## config.mk

```make
export PLATFORM = sky130hd
export DESIGN_NAME = bit_serializer
export DESIGN_NICKNAME = d
export VERILOG_FILES = /design/src/rtl/bit_serializer.sv
export SDC_FILE = /design/constraint.sdc
export NUM_CORES = 1
export LEC_CHECK = 0
export ABC_AREA = 1
export CORE_ASPECT_RATIO = 0.9
export CORE_MARGIN = 2
export CORE_UTILIZATION = 25
export CTS_BUF_LIST = sky130_fd_sc_hd__clkbuf_2
export CTS_CLUSTER_DIAMETER = 120
export DETAILED_ROUTE_END_ITERATION = 8
export RECOVER_POWER = 25
export SYNTH_ARGS = -nofsm -noshare
export SYNTH_HDL_FRONTEND = slang
export SYNTH_SLANG_ARGS = --single-unit
```

## constraint.sdc

```tcl
create_clock -name clk -period 1.4 [get_ports clk]
set_input_delay 0.28 -clock clk [delete_from_list [all_inputs] [get_ports clk]]
set_output_delay 0.28 -clock clk [all_outputs]
set_load 0.03 [all_outputs]
```

## src/rtl/bit_serializer.sv

```systemverilog
// Parallel-to-serial converter: shifts a WIDTH-bit word out one bit per clock,
// MSB or LSB first, with an optional trailing even-parity bit.
module bit_serializer #(
   parameter int unsigned WIDTH     = 8,
   parameter int unsigned LSB_FIRST = 0,
   parameter int unsigned PARITY    = 0
) (
   input  logic             clk,
   input  logic             rst_n,
   input  logic [WIDTH-1:0] din,
   input  logic             din_valid,
   output logic             din_ready,
   input  logic             flush,
   output logic             sout,
   output logic             sout_valid,
   output logic             sout_last,
   output logic             busy
);

   localparam int unsigned FLEN = WIDTH + PARITY;
   localparam int unsigned CW   = $clog2(FLEN);

   localparam logic IDLE  = 1'b0;
   localparam logic SHIFT = 1'b1;

   logic             state,  state_n;
   logic [CW-1:0]    cnt,    cnt_n;
   logic [WIDTH-1:0] shreg,  shreg_n;
   logic             par,    par_n;
   logic             sout_n, valid_n, last_n;
   logic [WIDTH-1:0] rev, ordered;
   logic             accept;

   // Bit-reverse once so the shifter always emits from its top bit
   for (genvar g = 0; g < WIDTH; g++) begin : g_rev
      assign rev[g] = din[WIDTH-1-g];
   end
   assign ordered = (LSB_FIRST != 0) ? rev : din;

   // Ready in IDLE or while the final bit is on the line, so frames chain gap-free
   assign din_ready = rst_n & ~flush & ((state == IDLE) | sout_last);
   assign accept    = din_valid & din_ready;
   assign busy      = (state == SHIFT);

   always_comb begin
      state_n = state;
      cnt_n   = cnt;
      shreg_n = shreg;
      par_n   = par;
      sout_n  = sout;
      valid_n = sout_valid;
      last_n  = sout_last;
      if (flush) begin
         state_n = IDLE;
         cnt_n   = '0;
         sout_n  = 1'b0;
         valid_n = 1'b0;
         last_n  = 1'b0;
      end else if (accept) begin
         state_n = SHIFT;
         cnt_n   = '0;
         shreg_n = {ordered[WIDTH-2:0], 1'b0};
         par_n   = ^din;
         sout_n  = ordered[WIDTH-1];
         valid_n = 1'b1;
         last_n  = 1'b0;
      end else if (state == SHIFT) begin
         if (sout_last) begin
            state_n = IDLE;
            cnt_n   = '0;
            sout_n  = 1'b0;
            valid_n = 1'b0;
            last_n  = 1'b0;
         end else begin
            cnt_n  = cnt + CW'(1);
            last_n = (cnt_n == CW'(FLEN - 1));
            // Data bits remain until the counter passes WIDTH-1; then the parity bit
            if (32'(cnt) < WIDTH - 1) begin
               sout_n  = shreg[WIDTH-1];
               shreg_n = {shreg[WIDTH-2:0], 1'b0};
            end else begin
               sout_n = par;
            end
         end
      end
   end

   always_ff @(posedge clk or negedge rst_n) begin
      if (!rst_n) begin
         state      <= IDLE;
         cnt        <= '0;
         shreg      <= '0;
         par        <= 1'b0;
         sout       <= 1'b0;
         sout_valid <= 1'b0;
         sout_last  <= 1'b0;
      end else begin
         state      <= state_n;
         cnt        <= cnt_n;
         shreg      <= shreg_n;
         par        <= par_n;
         sout       <= sout_n;
         sout_valid <= valid_n;
         sout_last  <= last_n;
      end
   end

endmodule

```

# Word level (Yosys, flattened, before mapping)
# Index checks and enable logic that the tools add are counted.
# Widths: inputs -> output; s select.
dict set report word_totals {
  wordCells 50
  reg_bits 16
}
dict set report classes {
  bitwise_logic 6
  n_reduce_logical 8
  n_eq_ne 2
  n_lt_le_gt_ge 1
  mux 25
  addsub 1
}
# op count
set op_table {}
lappend op_table {{$mux 8} 4}
lappend op_table {{$mux 1} 17}
lappend op_table {{$mux 3} 4}
lappend op_table {{$reduce_xor 8->1} 1}
lappend op_table {{$reduce_bool 3->1} 2}
lappend op_table {{$reduce_and 2->1} 2}
lappend op_table {{$reduce_and 4->1} 1}
lappend op_table {{$reduce_bool 2->1} 2}
lappend op_table {{$add 3x1->3 const B} 1}
lappend op_table {{$and 1x1->1} 3}
lappend op_table {{$eq 3x3->1 const B} 1}
lappend op_table {{$lt 3x3->1 const B} 1}
lappend op_table {{$ne 2x1->1 const B} 1}
lappend op_table {{$not 1->1} 2}
lappend op_table {{$or 1x1->1} 1}

# Logic depth before layout (Yosys ltp)
dict set report logic_depth {
  depth_word 6
  depth_mapped 8
  depth_no_buf 8
}

# Least setup slack after synthesis
# Ideal clock, no wire load.
dict set report synth_timing {
  kind {register to register}
  start {reg sout_last}
  end {reg shreg[2]}
  period_less_slack_ps 1368
  setup_ps 130
  path_slack_ps 32
  t_arrival_ps 1238
  stages_incl_launch_ff 9
  cell_sequence {dfrtp_1 inv_2 nand2_2 nor2_1 nand2_1 nand2_1 buf_4 o211ai_1 o21ai_0}
}
dict set report synth_between {
  elab_chain_cells 5
  word_cells_on_any_way 8
}
# element line
set synth_rtl {}
lappend synth_rtl {{start, declared} 16} ;# output logic sout_last,
lappend synth_rtl {{start signal, assigned} 104} ;# sout_last <= last_n;
lappend synth_rtl {{$or 1x1->1} 41} ;# assign din_ready = rst_n & ~flush & ((state == IDLE) | sout_last);
lappend synth_rtl {{$and 1x1->1} 41}
lappend synth_rtl {{$and 1x1->1} 42} ;# assign accept = din_valid & din_ready;
lappend synth_rtl {{$ne 2x1->1 (no line) or $reduce_bool 2->1 (tied branches)} n/a}
lappend synth_rtl {{$reduce_and 4->1 (no line)} n/a}
lappend synth_rtl {{end signal, assigned} 100} ;# shreg <= shreg_n;
lappend synth_rtl {{end, declared} 28} ;# logic [WIDTH-1:0] shreg, shreg_n;
# Several ways; a longest one is shown, not always the timed one.
# A chain may end at the register's enable or synchronous reset.

# Final worst setup path
dict set report layout_timing {
  start {reg state, in the netlist busy}
  end {out busy}
}
# element line
set layout_rtl {}
lappend layout_rtl {{start, declared} 26} ;# logic state, state_n;
lappend layout_rtl {{start signal, assigned} 98} ;# state <= state_n;
lappend layout_rtl {{end, declared} 17} ;# output logic busy
# No word-level cell between the ends.

==> Implementation_results.wiki <==
{| class="wikitable"
! Metric !! Value
|-
| Outcome || finished, final reports clean
|-
| Num CTS Buffers || 3
|-
| Clock period minus final worst setup slack || 1.38 ns
|-
| Global Route Usage Sum || 0.105
|-
| Flop-to-flop setup slack || 0.05 ns
|-
| Leak pwr || 0.751 nW
|-
| Maximum Capacitance Violations || 0
|-
| Gr ovfl total || 0
|-
| Count of different cell masters after synthesis || 19
|-
| Signed area change from the synthesized netlist to the final layout || 41.2%
|-
| Initial antenna violation count || 0
|-
| Largest delay contributor family on the critical path || flip-flops
|-
| Clock latency of the later-clocked register in the worst-skew pair || 0.27 ns
|-
| Clock buffer depth || 2
|-
| Number of vias in the routed layout || 896
|-
| Met1 Resource Use GR || 0.141
|-
| Clock transition at the register clock pins on the worst setup and hold paths after CTS || 0.14 ns
|-
| Total of endpoints with negative setup slack in the final report || 0
|-
| DP Area || 1270 um2
|-
| Final cycle utilization of the critical path || 0.987
|-
| Data required time of the worst path || 1.12 ns
|-
| Overall power of the completed layout || 0.00111 W
|-
| Drt drc || 0
|-
| Placeable core area || 3680 um2
|-
| Clock tree from TritonCTS || built
|-
| Data arrival at the endpoint of the critical path || 1.10 ns
|-
| Starting utilization of the core area || 0.259
|-
| Pwr dens || 824 nW/um2
|-
| Number of buffers inserted by port buffering || 16
|-
| TritonCTS Sinks || 15
|-
| Buffer type at the clock tree root || clkbuf_2
|-
| Setup clock skew after layout || 0.00387 ns
|-
| Combined area of all synthesized cells || 953 um2
|-
| Multiplexer share of the synthesized area || 0
|-
| Final RePlAce weighted congestion || 0.715
|-
| Placed Cells incl. Taps || 211
|-
| Post-route cell area || 1350 um2
|-
| Worst IR drop on VDD || 0.000226 V
|-
| Sequential cell area fraction in the yosys report || 0.394
|-
| Fraction of the mapped netlist area in compound gates || 0.127
|-
| Adder and majority gate portion of the synthesized area || 0.0262
|-
| Horiz. Die Dim || 69.1 um
|-
| Cells along the critical path || dlygate4sd2_1
|-
| CP Class || register to primary output
|-
| Mean number of vias per cell || 4.09
|-
| Hold-fix buffers at CTS || 0
|-
| # rows || 21
|-
| Synthesized area per cell || 6.96 um2
|-
| DIE HEIGHT || 62.6 um
|-
| Slowest stage delay, CP || 0.42 ns
|-
| Post-synthesis share of cell area spent on and, or, nand and nor gates || 0.323
|-
| R2R depth || 9
|-
| Pin count of the biggest net entering global routing || 17
|-
| First-pass GRT wire length || 3.72 mm
|-
| Max-slew violation total from the final report || 0
|-
| Syn Nets || 151
|-
| Slew margin rel. || 0.467
|-
| Number of H-tree branching levels || 1
|-
| Combinational family with the most area after synthesis || simple AND/OR/NAND/NOR gates
|-
| Area share of xor/xnor cells in the synthesized design || 0.0184
|-
| Number of standard cells in the final layout excluding fillers || 219
|-
| Met2 capacity usage during global routing || 0.166
|-
| Capture instance of the worst register-to-register path || shreg[2]
|-
| Number of global-route vias before repair || 902
|-
| Maximum fanout along the worst path || 3
|-
| Post-synthesis register bit count || 15
|-
| Die area || 4320 um2
|-
| Number of top-level pins || 17
|-
| Critical-path cell with the highest stage delay || dfrtp_1
|-
| Worst-Margin Slew || 0.800 ns
|-
| Most heavily used metal layer in global routing || met2
|-
| Reg2reg start || sout_last
|-
| Commonest non-fill, non-tap cell in the layout || nand2_1
|-
| Post-Syn Instances || 137
|-
| TritonRoute pass-1 iters || 4
|-
| Number of hold violations in the final report || 0
|-
| Endpoint class of the critical path || primary output
|-
| Sum of routed wire length over all layers || 2.06 mm
|-
| CP Buf/Inv Count || 1
|-
| Synthesis warning total || 0
|-
| Hpwl dp || 1.56 mm
|-
| Antenna Violating Nets Remaining || 0
|-
| Unrepaired setup endpoints after global routing || true
|-
| Post-detailed-route wirelength per cell || 9.39 um
|-
| Inserted Diodes || 0
|-
| M3 GR Usage || 0.0226
|-
| Worst hold path type || input port to async pin
|-
| Number of nets in the layout || 188
|-
| DRT iter0 DRCs || 35
|-
| Most frequent cells in the layout || nand2_1, inv_1, dfrtp_1, buf_4, o21ai_0
|-
| Timing-limited maximum frequency || 0.724 GHz
|-
| Startpoint types || register
|-
| Fill count || 400
|-
| Share of layout cells above drive strength 1 || 0.208
|}
## kinds of logic after synthesis
logic type / count (synthesis)
simple gates: 74
fa+ha+maj: 2
flops: 15
buf+inv: 25
xor+xnor: 2
compound gates: 19
## area by class of cell
class | instances | area (um2) | area share
Multi-Input combinational cell | 97 | 487 | 0.362
Inverter | 22 | 82.6 | 0.0613
Timing Repair Buffer | 35 | 324 | 0.241
Clock buffer | 4 | 20.0 | 0.0149
Tap cell | 46 | 57.6 | 0.0428
Sequential cell | 15 | 375 | 0.279
## how the worst max path moves through the flow
| stage | from | cells past startpoint | to | slack [ns] |
|---|---|---|---|---|
| floorplan | sout_last | 8 | shreg[2] | 0.03 |
| finish | busy | 1 | busy | 0.02 |
| detailed placement | rst_n | 10 | sout | -0.28 |
| global route | sout_last | 9 | shreg[2] | -0.08 |
| global placement | flush | 9 | sout | -0.28 |
| CTS | sout_last | 3 | din_ready | -0.02 |
## through the flow
stage	util	hold WS [ns]	worst slack, ns	TNS [ns]
floorplan	-	-0.0156	0.0316	0
global placement	0.345	0.468	-0.278	-2.78
detailed placement	0.345	0.472	-0.282	-2.93
CTS	0.362	0.0839	-0.0201	-0.0201
global route	0.366	0.374	-0.0771	-0.526
finish	0.366	0.300	0.0185	0
## report_power, final
part           switching (W)  internal (W)
combinational       0.000199      0.000157
sequential         0.0000327      0.000513
clock               0.000132     0.0000758
## Yosys cell counts
cell type  count  area, um2
buf_4          1       7.51
xnor2_1        2       17.5
o21a_1         1       7.51
o21ai_0       10       50.1
nor2_1         5       18.8
nor2_2         1       6.26
inv_2          1       3.75
nand2_2        2       12.5
buf_2          1       5.00
ha_1           2       25.0
nand3_4        1       17.5
o21ai_1        2       10.0
dfrtp_1       15        375
buf_6          1       11.3
o211ai_1       5       37.5
nand3_1        7       35.0
inv_1         21       78.8
a21oi_4        1       16.3
nand2_1       58        218
## flip-flops by register name (all words and copies together), names as in the netlist
name,cells
sout_last,1
shreg,7
sout,1
sout_valid,1
busy,1
par,1
cnt,3
## per-layer routing
| layer | share of wire | vias to the layer above | routed length (um) |
|---|---|---|---|
| li1 | - | 492 | - |
| met1 | 0.51 | 390 | 1060 |
| met3 | 0.030 | 2 | 61 |
| met5 | 0 | - | 0 |
| met2 | 0.45 | 12 | 920 |
| met4 | 0.0078 | 0 | 16 |
## repair_timing
action / in CTS / in global routing
endpoints found under the hold margin: 0 / 0
pin swaps: 1 / 3
buffers inserted: 4 / 0
endpoints found under the setup margin: 4 / 14
gates resized for setup: 11 / 7
Power figures use the tool's default switching activity.
